===== src/rtl/sum_pkg.sv =====
// -----------------------------------------------------------------------------
// sum_pkg
//
// Constants and types shared by the 1-to-100 summation unit and its
// downstream BCD converter (result_bcd).
//
//   SUM_RESULT_W : width of the summation unit's binary `result` bus
//   SUM_DIGITS   : number of decimal digits shown by the display stage
//   bcd_state_t  : control states of the BCD conversion engine
// -----------------------------------------------------------------------------
package sum_pkg;

    // 13 bits holds the sum 1..100 = 5050; 4 digits cover 0..8191.
    localparam int SUM_RESULT_W = 13;
    localparam int SUM_DIGITS   = 4;

    typedef enum logic [1:0] {
        IDLE    = 2'd0,
        CONVERT = 2'd1,
        DONE    = 2'd2
    } bcd_state_t;

endpackage : sum_pkg


===== src/rtl/bcd_add3.sv =====
// -----------------------------------------------------------------------------
// bcd_add3
//
// Combinational correction step for one BCD nibble in a shift-and-add-3
// (double dabble) converter: a nibble of 5 or more gets 3 added so that the
// following left shift carries correctly into the next decimal digit.
// Legal inputs are 0..9, so the output never exceeds 12 and never carries.
//
// Ports:
//   din  : nibble before correction
//   dout : corrected nibble
// -----------------------------------------------------------------------------
module bcd_add3 (
    input  logic [3:0] din,
    output logic [3:0] dout
);

    assign dout = (din >= 4'd5) ? (din + 4'd3) : din;

endmodule : bcd_add3


===== src/rtl/result_bcd.sv =====
// -----------------------------------------------------------------------------
// result_bcd
//
// Captures the summation unit's binary `result` on a rising edge of `finish`
// and converts it to packed BCD with a sequential double dabble engine, one
// bit per clock. The finished digits are offered to a display/host consumer.
//
// Handshake: `bcd_valid` is high while `bcd` holds a completed conversion
// that has not yet been accepted. The consumer accepts by raising `bcd_ack`
// for a cycle while `bcd_valid` is high; `bcd_valid` falls on that edge and
// `bcd` keeps its value. `bcd_ack` while `bcd_valid` is low has no effect.
//
// Ports:
//   clk       : clock, rising edge
//   rst       : asynchronous active-low reset
//   finish    : done level from the summation unit
//   result    : binary sum, valid while `finish` is high
//   bcd       : packed BCD, most significant digit in the top nibble
//   bcd_valid : `bcd` holds an unconsumed completed conversion
//   bcd_ack   : consumer accepts `bcd`
//   busy      : a conversion is in progress
//   dropped   : sticky; a `finish` rising edge was ignored or a result
//               was overwritten before being consumed (cleared by reset)
//   dbg_state : current control state (bcd_state_t encoding)
//
// RESULT_W/DIGITS must satisfy 10**DIGITS > 2**RESULT_W - 1, otherwise the
// top digit of the conversion does not fit.
// -----------------------------------------------------------------------------
module result_bcd
    import sum_pkg::*;
#(
    parameter int RESULT_W = SUM_RESULT_W,
    parameter int DIGITS   = SUM_DIGITS
) (
    input  logic                  clk,
    input  logic                  rst,
    input  logic                  finish,
    input  logic [RESULT_W-1:0]   result,
    output logic [4*DIGITS-1:0]   bcd,
    output logic                  bcd_valid,
    input  logic                  bcd_ack,
    output logic                  busy,
    output logic                  dropped,
    output logic [1:0]            dbg_state
);

    localparam int BCD_W = 4 * DIGITS;
    localparam int SR_W  = BCD_W + RESULT_W;
    localparam int CNT_W = $clog2(RESULT_W + 1);
    localparam logic [CNT_W-1:0] LAST_ITER = CNT_W'(RESULT_W - 1);

    bcd_state_t        state;
    bcd_state_t        state_next;

    logic              finish_q;
    logic              start;

    // Shift register: {BCD field, binary field}.
    logic [SR_W-1:0]   sr;
    logic [CNT_W-1:0]  cnt;

    logic [BCD_W-1:0]  bcd_fixed;
    logic [SR_W-1:0]   sr_shifted;

    // Control strobes from the FSM to the datapath.
    logic              do_load;
    logic              do_step;
    logic              do_capture;
    logic              set_dropped;

    // ------------------------------------------------------------------------
    // Start event: rising edge of `finish`. finish_q resets to 0, so a
    // `finish` already high when reset releases still yields one start.
    // ------------------------------------------------------------------------
    assign start = finish & ~finish_q;

    // ------------------------------------------------------------------------
    // One double dabble iteration: correct every BCD nibble, then shift the
    // whole register left by one.
    // ------------------------------------------------------------------------
    for (genvar g = 0; g < DIGITS; g++) begin : g_add3
        bcd_add3 u_add3 (
            .din  (sr[RESULT_W + 4*g +: 4]),
            .dout (bcd_fixed[4*g +: 4])
        );
    end

    assign sr_shifted = {bcd_fixed[BCD_W-2:0], sr[RESULT_W-1:0], 1'b0};

    // ------------------------------------------------------------------------
    // FSM state register
    // ------------------------------------------------------------------------
    always_ff @(posedge clk or negedge rst) begin
        if (!rst) begin
            state <= IDLE;
        end else begin
            state <= state_next;
        end
    end

    // ------------------------------------------------------------------------
    // FSM next state and datapath strobes
    // ------------------------------------------------------------------------
    always_comb begin
        state_next  = state;
        do_load     = 1'b0;
        do_step     = 1'b0;
        do_capture  = 1'b0;
        set_dropped = 1'b0;

        case (state)
            IDLE: begin
                if (start) begin
                    do_load    = 1'b1;
                    state_next = CONVERT;
                end
            end

            CONVERT: begin
                do_step = 1'b1;
                // A new result cannot be taken mid-conversion; the original
                // capture runs to completion and the loss is flagged.
                if (start) begin
                    set_dropped = 1'b1;
                end
                if (cnt == LAST_ITER) begin
                    do_capture = 1'b1;
                    state_next = DONE;
                end
            end

            DONE: begin
                if (start) begin
                    // Newer result replaces the pending one. It is only a
                    // loss if the consumer did not take the old one this cycle.
                    do_load    = 1'b1;
                    state_next = CONVERT;
                    if (!bcd_ack) begin
                        set_dropped = 1'b1;
                    end
                end else if (bcd_ack) begin
                    state_next = IDLE;
                end
            end

            default: begin
                state_next = IDLE;
            end
        endcase
    end

    // ------------------------------------------------------------------------
    // Datapath registers
    // ------------------------------------------------------------------------
    always_ff @(posedge clk or negedge rst) begin
        if (!rst) begin
            finish_q <= 1'b0;
            sr       <= '0;
            cnt      <= '0;
            bcd      <= '0;
            dropped  <= 1'b0;
        end else begin
            finish_q <= finish;

            if (do_load) begin
                sr  <= {{BCD_W{1'b0}}, result};
                cnt <= '0;
            end else if (do_step) begin
                sr  <= sr_shifted;
                cnt <= cnt + 1'b1;
            end

            // The last iteration's shifted BCD field is the final answer;
            // take it straight from the shifter rather than a cycle later.
            if (do_capture) begin
                bcd <= sr_shifted[SR_W-1 -: BCD_W];
            end

            if (set_dropped) begin
                dropped <= 1'b1;
            end
        end
    end

    // ------------------------------------------------------------------------
    // Status outputs
    // ------------------------------------------------------------------------
    assign bcd_valid = (state == DONE);
    assign busy      = (state == CONVERT);
    assign dbg_state = state;

endmodule : result_bcd


===== config.mk =====
export PLATFORM = sky130hd
export DESIGN_NAME = result_bcd
export DESIGN_NICKNAME = d
export VERILOG_FILES = /design/src/rtl/sum_pkg.sv /design/src/rtl/bcd_add3.sv /design/src/rtl/result_bcd.sv
export SDC_FILE = /design/constraint.sdc
export NUM_CORES = 1
export LEC_CHECK = 0
export CORE_ASPECT_RATIO = 1.25
export CORE_MARGIN = 4
export CORE_UTILIZATION = 54
export DETAILED_ROUTE_END_ITERATION = 12
export PLACE_DENSITY_LB_ADDON = 0.08
export SLEW_MARGIN = 5
export SYNTH_ARGS = -nofsm -noshare
export SYNTH_HDL_FRONTEND = slang
export SYNTH_HIERARCHICAL = 1
export SYNTH_SLANG_ARGS = --single-unit

===== constraint.sdc =====
create_clock -name clk -period 3.4 [get_ports clk]
set_input_delay 0.85 -clock clk [delete_from_list [all_inputs] [get_ports clk]]
set_output_delay 0.85 -clock clk [all_outputs]
set_load 0.1 [all_outputs]

Word level (Yosys, flattened, before mapping)
Index checks and enable logic that the tools add are counted.

Input bits: 17. Word-level logic and storage cells: 48. Output and inout bits: 21. Register bits after elaboration: 53.

Magnitude comparators: 4. Bitwise logic cells: 2. Reductions and logical operators: 4. $add $sub $neg: 5. Mux-type cells: 21. Eq/ne operators: 6.

Operator list (number): 2-to-1 mux 29 bit (2); 2-to-1 mux 4 bit (5); greater-or-equal comparator 4 x 3 -> 1 bit, second input constant (4); adder 4 x 2 -> 4 bit, second input constant (3); 2-to-1 mux 2 bit (4); 2-to-1 mux 1 bit (7); one-hot mux 2 bit (3 select lines) (1); adder 4 x 1 -> 4 bit, second input constant (1); == test 4 bit, second input constant (1); adder 3 x 2 -> 3 bit, second input constant (1); 2-to-1 mux 3 bit (1); inequality test 3 x 1 -> 1 bit, second input constant (1); AND reduction 3 bit (1); == test 2 x 1 -> 1 bit, second input constant (1); == test 2 bit, second input constant (1); logical NOT 2 bit (1); inequality test 2 x 1 -> 1 bit, second input constant (1); inequality test 2 bit, second input constant (1); one-hot mux 1 bit (2 select lines) (1); nonzero test 2 bit (1); OR reduction 2 bit (1); AND 1 bit (1); inverter 1 bit (1).

Logic depth before layout (Yosys ltp)
Gate-level depths: netlist of the first run.

Word-level depth: 5. Depth in mapped cells: 7. Gate-level depth less buffers: 7.

By module
The synthesis of the first run kept the hierarchy.

By module, submodules not included: result_bcd (area each 2338.5 sq um, seq. area each 1326.3 sq um, times used 1, cells an instance 187); bcd_add3 (area each 101.3 sq um, seq. area each 0.0 sq um, times used 4, cells an instance 16).

Least setup slack after synthesis of the first run
Ideal clock, no wire load.

Kind: register to register. From: register state[0] (netlist: dbg_state[0]). To: register bcd[10]. Stages on the path, launching flop included: 6. Buffers on the path: 2. Data required time: 3.275 ns. Setup time: 0.125 ns. Slack: 0.465 ns. Period minus slack after synthesis: 2.935 ns. Data arrival time: 2.810 ns. Cell sequence: dfrtp_1 -> ha_1 -> buf_4 -> nand4_4 -> buf_6 -> mux2_4.

Longest elaborated chain between the ends: 2.

Ends and longest elaborated chain: from (decl) (RTL line result_bcd.sv:52) `bcd_state_t state;`; from (signal assigned) (RTL line result_bcd.sv:97) `state <= state_next;`; == test 2 x 1 -> 1 bit; via busy (RTL line result_bcd.sv:42) `output logic busy,`; 2-to-1 mux 1 bit (RTL line result_bcd.sv:111) `case (state)`; to (signal assigned) (RTL line result_bcd.sv:176) `bcd <= sr_shifted[SR_W-1 -: BCD_W];`; to (decl) (RTL line result_bcd.sv:39) `output logic [4*DIGITS-1:0] bcd,`.

The timed path passes the listed nets, and every way through them passes these cells. A chain may end at the register's enable or synchronous reset.

Worst setup path after layout of the first run
From: register state[1] (netlist: dbg_state[1]). To: output port busy.

Longest elaborated chain between the ends: 1.

Ends and longest elaborated chain: == test 2 x 1 -> 1 bit (RTL line result_bcd.sv:189) `assign busy = (state == CONVERT);`; to (decl) (RTL line result_bcd.sv:42).

No other way between the ends.

==> flow_metrics.py, run 1 <==
metrics = {
    "setup_path": {
        "worstPathArrival_ps": 1370,
        "cp_slowest_cell": "dfrtp_1",
        "critPathMaxStageDelay_ps": 450,
        "worstSetupPathType": "reg -> out",
        "path_max_fanout": 6,
        "startpoint": "dbg_state[1]$_DFFE_PN0P_",
        "critical_path_required_ps": 2550,
        "cp-end-kind": "primary output",
        "crit_chain": "inv_1 > ha_2 > buf_4",
        "critPathLaunchType": "register",
        "timing.rr.start": "dbg_state[1]$_DFFE_PN0P_",
    },
    "finish": {
        "final_common_cell": "dfrtp_1",
        "final_core_util_pct": 65.93,
        "fillers": 408,
        "layout.nets": 316,
        "final_cell_mix": "53 x dfrtp_1, 33 x mux2i_1, 31 x nand2_1, 25 x nor2_1, 24 x buf_4",
        "syn_to_final_growth_pct": 16.17,
        "multi_input_area_mm2": 0.001292,
        "ff_latch_area_mm2": 0.001326,
        "drive_above_1_share_pct": 19.37,
        "diodes": 0,
    },
    "sta": {
        "worstMarginPinSlew_ps": 550.0,
        "fin_crit_sh_pct": 65.42,
        "fmax_ghz": 0.4496,
        "setup-tns-final_ps": 0,
        "hold_viol_final": 0,
        "layout_min_cycle_time_ps": 2224,
        "drv_slew": 0,
        "max-slew-margin-rel_pct": 63.33,
        "setup_viol": 0,
        "setup_ws_ps": 1176,
        "fin_skew_ps": 3.221,
        "rsz0062_at_grt": "false",
    },
    "clock_network": {
        "ctsResizeCount": 0,
        "cts_tree": "yes",
        "h-tree-depth": 2,
        "cts-root-buf": "clkbuf_8",
        "hold_buffers": 0,
        "clock_latency_ps": 290,
        "cts_buffers": 5,
        "clock_path_buffers": 2,
        "clkSinkCount": 53,
        "clk_transition_reported_paths_ps": 90,
        "post-cts-setup-buffer-count": 0,
    },
    "floorplanning": {
        "dieArea_mm2": 0.006252,
        "initial_core_util_pct": 56.75,
        "die_h_um": 87.41,
        "io_pins": 38,
        "core_area_mm2": 0.004800,
        "placementRows": 28,
        "die_width_um": 71.53,
    },
    "power": {
        "p_leak_nw": 1.579,
        "p_per_area_mw_per_mm2": 985.9,
        "worst_ir_drop_vdd_mv": 0.5204,
    },
    "hold_path": {
        "hold_class": "reg -> reg",
        "hp-start": "dropped$_DFFE_PN0P_",
    },
    "route": {
        "routed_wl_um": 4616,
        "drc": 0,
        "drt_iter0_markers": 71,
        "routedWlPerCell_um": 13.42,
        "via_per_inst": 5.148,
        "num_vias": 1771,
        "drtPass1Iterations": 4,
        "ant_nets": 0,
    },
    "outcome": {
        "run_status": "complete, no violations",
    },
    "grt": {
        "grt_pass1_vias": 1708,
        "antenna_found_initial": 0,
        "grt_max_degree": 47,
        "track_usage_pct": 15.83,
        "grt_remaining_overflow": 0,
        "grt_pass1_wl_um": 7845,
    },
    "synthesis": {
        "yosysWarningCount": 6,
        "syn-num-nets": 279,
        "syn_inst": 247,
        "syn_avg_cell_area_um2": 11.03,
        "syn-cell-area_mm2": 0.002724,
    },
    "placement": {
        "routabilityCongestion": 0.7409,
        "dp_slack_ps": 1039,
        "dpl.hpwl_um": 3352,
        "port_buffers": 37,
    },
    "run": {
        "drv_cap": 0,
    },
}
per-stage QoR:
step	hold slack (ps)	std cells	instance area [µm²]	total power, mW
after global placement	456.2	337	3078	2.761
final	474.7	344	3164	3.120
after detailed placement	456.3	337	3078	2.807
after CTS	477.0	344	3164	3.164
after global routing	485.9	344	3164	3.331
after floorplan	486.2	247	2724	2.453
where the power goes:
| group | switching (mW) | total [mW] | internal [mW] |
|---|---|---|---|
| Clock | 0.187 | 0.349 | 0.162 |
| Sequential | 0.190 | 1.05 | 0.864 |
| Combinational | 1.14 | 1.72 | 0.578 |
| Total | 1.52 | 3.12 | 1.60 |
sequential cells by signal, indices dropped and copies added (netlist names):
name       flops
sr            29
dropped        1
dbg_state      2
bcd           16
cnt            4
finish_q       1
worst paths after layout:
check	endpoint	slack (ps)	cells after the start
min in group asynchronous	sr[0]$_DFFE_PN0P_	510	1
min	dropped$_DFFE_PN0P_	470	1
max	busy	1180	3
min reg2reg	dropped$_DFFE_PN0P_	470	1
max reg2reg	dbg_state[0]$_DFFE_PN0P_	1620	5
max in group asynchronous	sr[22]$_DFFE_PN0P_	2110	2
critical path: cells and delay by family, from the launching register on:
family,cells,cell delay (ps)
flip-flops,1,450
buffers and inverters,2,410
adder cells (fa/ha/maj),1,220
metal layers:
| layer | GRT usage, % | wire (µm) | share of wire, % |
|---|---|---|---|
| met1 | 19.81 | 2082 | 45 |
| met3 | 3.580 | 158 | 3.4 |
| met4 | 3.590 | 46 | 1.0 |
| met2 | 27.76 | 2328 | 50 |
| met5 | 0 | 0 | 0 |
area by class of cell:
| type | instances | share of cell area, % |
|---|---|---|
| Inverter | 13 | 1.542 |
| Timing Repair Buffer | 40 | 10.60 |
| Tap cell | 60 | 2.372 |
| Clock buffer | 7 | 2.728 |
| Sequential cell | 53 | 41.91 |
| Multi-Input combinational cell | 171 | 40.85 |
Power figures use the tool's default switching activity.
==> run 2, diff against run 1 <==
--- a/config.mk
+++ b/config.mk
@@ -7,7 +7,7 @@
 export LEC_CHECK = 0
 export CORE_ASPECT_RATIO = 1.25
 export CORE_MARGIN = 4
-export CORE_UTILIZATION = 54
+export CORE_UTILIZATION = 49
 export DETAILED_ROUTE_END_ITERATION = 12
 export PLACE_DENSITY_LB_ADDON = 0.08
 export SLEW_MARGIN = 5
==> constraint.sdc (replaced) <==
create_clock -name clk -period 1.82 [get_ports clk]
set_input_delay 0.455 -clock clk [delete_from_list [all_inputs] [get_ports clk]]
set_output_delay 0.455 -clock clk [all_outputs]
set_load 0.1 [all_outputs]
==> run 2 against run 1 <==
Net effect: non-clock buffer count grew 3; global-route usage grew 0.11 points; cell count increased by 2.3%; die area rose by 9.1%; sequential share of layout area shrank 4.4 points; sequential cell count stayed put; core utilization decreased by 0.21 points; critical path type unchanged; largest cell class unchanged; largest power group unchanged; highest routed layer unchanged.
==> flow_metrics.py, run 2 (synthesis results as in run 1) <==
metrics = {
    "outcome": {
        "run_status": "complete, no violations",
    },
    "finish": {
        "syn_to_final_growth_pct": 30.41,
        "ff_latch_area_mm2": 0.001334,
        "layout.nets": 319,
        "reg_top3": "sr x29, bcd x16, cnt x4",
        "multi_input_area_mm2": 0.001315,
        "largest_reg_flops": 29,
        "diodes": 0,
        "drive_above_1_share_pct": 22.22,
        "regMostFlops": "sr",
        "fillers": 435,
        "final_core_util_pct": 65.72,
        "final_cell_mix": "51 x dfrtp_1, 33 x mux2i_1, 31 x nand2_1, 25 x nor2_1, 24 x buf_12",
        "final_common_cell": "dfrtp_1",
        "fin_area_mm2": 0.003552,
    },
    "clock_network": {
        "cts-root-buf": "clkbuf_8",
        "clock_latency_ps": 300,
        "clock_path_buffers": 2,
        "cts_tree": "yes",
        "h-tree-depth": 2,
        "cts_buffers": 5,
        "clkSinkCount": 53,
        "clk_transition_reported_paths_ps": 90,
    },
    "setup_path": {
        "reg2reg_depth": 4,
        "worstSetupPathType": "reg -> out",
        "startpoint": "dbg_state[1]$_DFFE_PN0P_",
        "regToRegSetupSlack_ps": 130,
        "crit_family": "flip-flops",
        "critical_path_required_ps": 1360,
        "critPathLaunchType": "register",
        "regToRegEndpoint": "bcd[7]$_DFFE_PN0P_",
        "cp_slowest_cell": "dfrtp_4",
        "worst-path-buf-inv": 2,
        "path_max_fanout": 6,
        "timing.rr.start": "dbg_state[1]$_DFFE_PN0P_",
        "worstPathArrival_ps": 1290,
        "critPathMaxStageDelay_ps": 540,
        "crit_chain": "inv_2 > ha_4 > buf_12",
        "cp-end-kind": "primary output",
    },
    "sta": {
        "fin_crit_sh_pct": 95.82,
        "max-slew-margin-rel_pct": 68.79,
        "drv_slew": 0,
        "hold_viol_final": 0,
        "worstMarginPinSlew_ps": 468.1,
        "fmax_ghz": 0.5734,
        "fin_skew_ps": 9.481,
        "setup_viol": 0,
        "setup-tns-final_ps": 0,
        "layout_min_cycle_time_ps": 1744,
        "rsz0062_at_grt": "false",
        "hold_slack_ps": 88.90,
    },
    "route": {
        "drc": 0,
        "routed_wl_um": 4873,
        "ant_nets": 0,
        "via_per_inst": 5.091,
        "num_vias": 1792,
        "routedWlPerCell_um": 13.84,
        "drtPass1Iterations": 4,
        "drt_iter0_markers": 25,
    },
    "floorplanning": {
        "core_area_mm2": 0.005405,
        "io_pins": 38,
        "initial_core_util_pct": 50.39,
        "die_width_um": 74.69,
        "die_h_um": 91.36,
        "placementRows": 30,
        "dieArea_mm2": 0.006823,
    },
    "power": {
        "p_seq_share_pct": 31.3,
        "comb_power_share_pct": 56.2,
        "p_sw_mw": 2.969,
        "pwr-share-clk_pct": 12.5,
        "intPower_mw": 3.612,
        "netSwitchingFraction_pct": 45.11,
        "p_leak_nw": 1.698,
        "worst_ir_drop_vdd_mv": 1.131,
        "p_per_area_mw_per_mm2": 1853,
    },
    "grt": {
        "grt_pass1_wl_um": 8535,
        "grt_max_degree": 47,
        "track_usage_pct": 15.94,
        "antenna_found_initial": 0,
        "grt_pass1_vias": 1911,
        "grt_remaining_overflow": 0,
    },
    "run": {
        "drv_cap": 0,
    },
    "placement": {
        "routabilityCongestion": 0.7477,
        "dpl.hpwl_um": 3461,
        "place_area_mm2": 0.003411,
        "port_buffers": 37,
    },
    "hold_path": {
        "hold_class": "in -> async",
    },
}
==> run 2: cell count changes in the layout (fill, tap and decap cells not counted), moves of 2 or more <==
cell,change
inv_1,-2
dfrtp_1,-2
inv_2,+2
ha_4,+2
dfrtp_4,+2
buf_12,+24
buf_4,-21
==> run 2: timing repair <==
action                                 CTS  global route
setup buffers                            1             1
setup endpoints to repair                2             1
hold buffers                             0             0
endpoints found under the hold margin    0             0
resized for setup                        1             1
==> run 2: cell type report <==
type / count / share of cell area (%)
multi-input combinational: 171 / 37.02
clock buffer: 7 / 2.430
inverter: 13 / 1.374
timing repair buffer: 43 / 18.53
tap: 64 / 2.254
clock inverter: 1 / 0.8454
sequential: 53 / 37.55
==> run 2: worst max path at each step <==
stage                               end  slack, ps  depth (start not counted)
floorplan           bcd[10]$_DFFE_PN0P_       -180                          6
global placement      sr[5]$_DFFE_PN0P_         20                          5
detailed placement    sr[6]$_DFFE_PN0P_         -7                          5
CTS                           bcd_valid         10                          3
global route                       busy         20                          3
finish                             busy         80                          3
==> run 2: metrics by stage <==
step	power (mW)	setup slack (ps)	std cells
2_1_floorplan	4.630	-178.1	247
3_3_place_gp	5.711	15.03	342
3_5_place_dp	5.787	-7.288	342
4_1_cts	6.644	14.07	351
5_1_grt	7.019	23.11	352
6_report	6.581	76.03	352
==> run 2: per-layer routing <==
layer | share of wire, % | track usage, %
met5 | 0 | 0
met4 | 1.3 | 4.896
met3 | 3.1 | 3.212
met2 | 49 | 26.91
met1 | 47 | 20.09
==> run 2: power by group through the flow <==
stage / sequential [mW] / clock, mW / combinational (mW)
6_report: 2.06 / 0.821 / 3.70
5_1_grt: 2.13 / 0.897 / 3.99
4_1_cts: 2.07 / 0.855 / 3.72
3_5_place_dp: 2.09 / 0 / 3.70
3_3_place_gp: 2.08 / 0 / 3.63
2_1_floorplan: 2.93 / 0 / 1.70
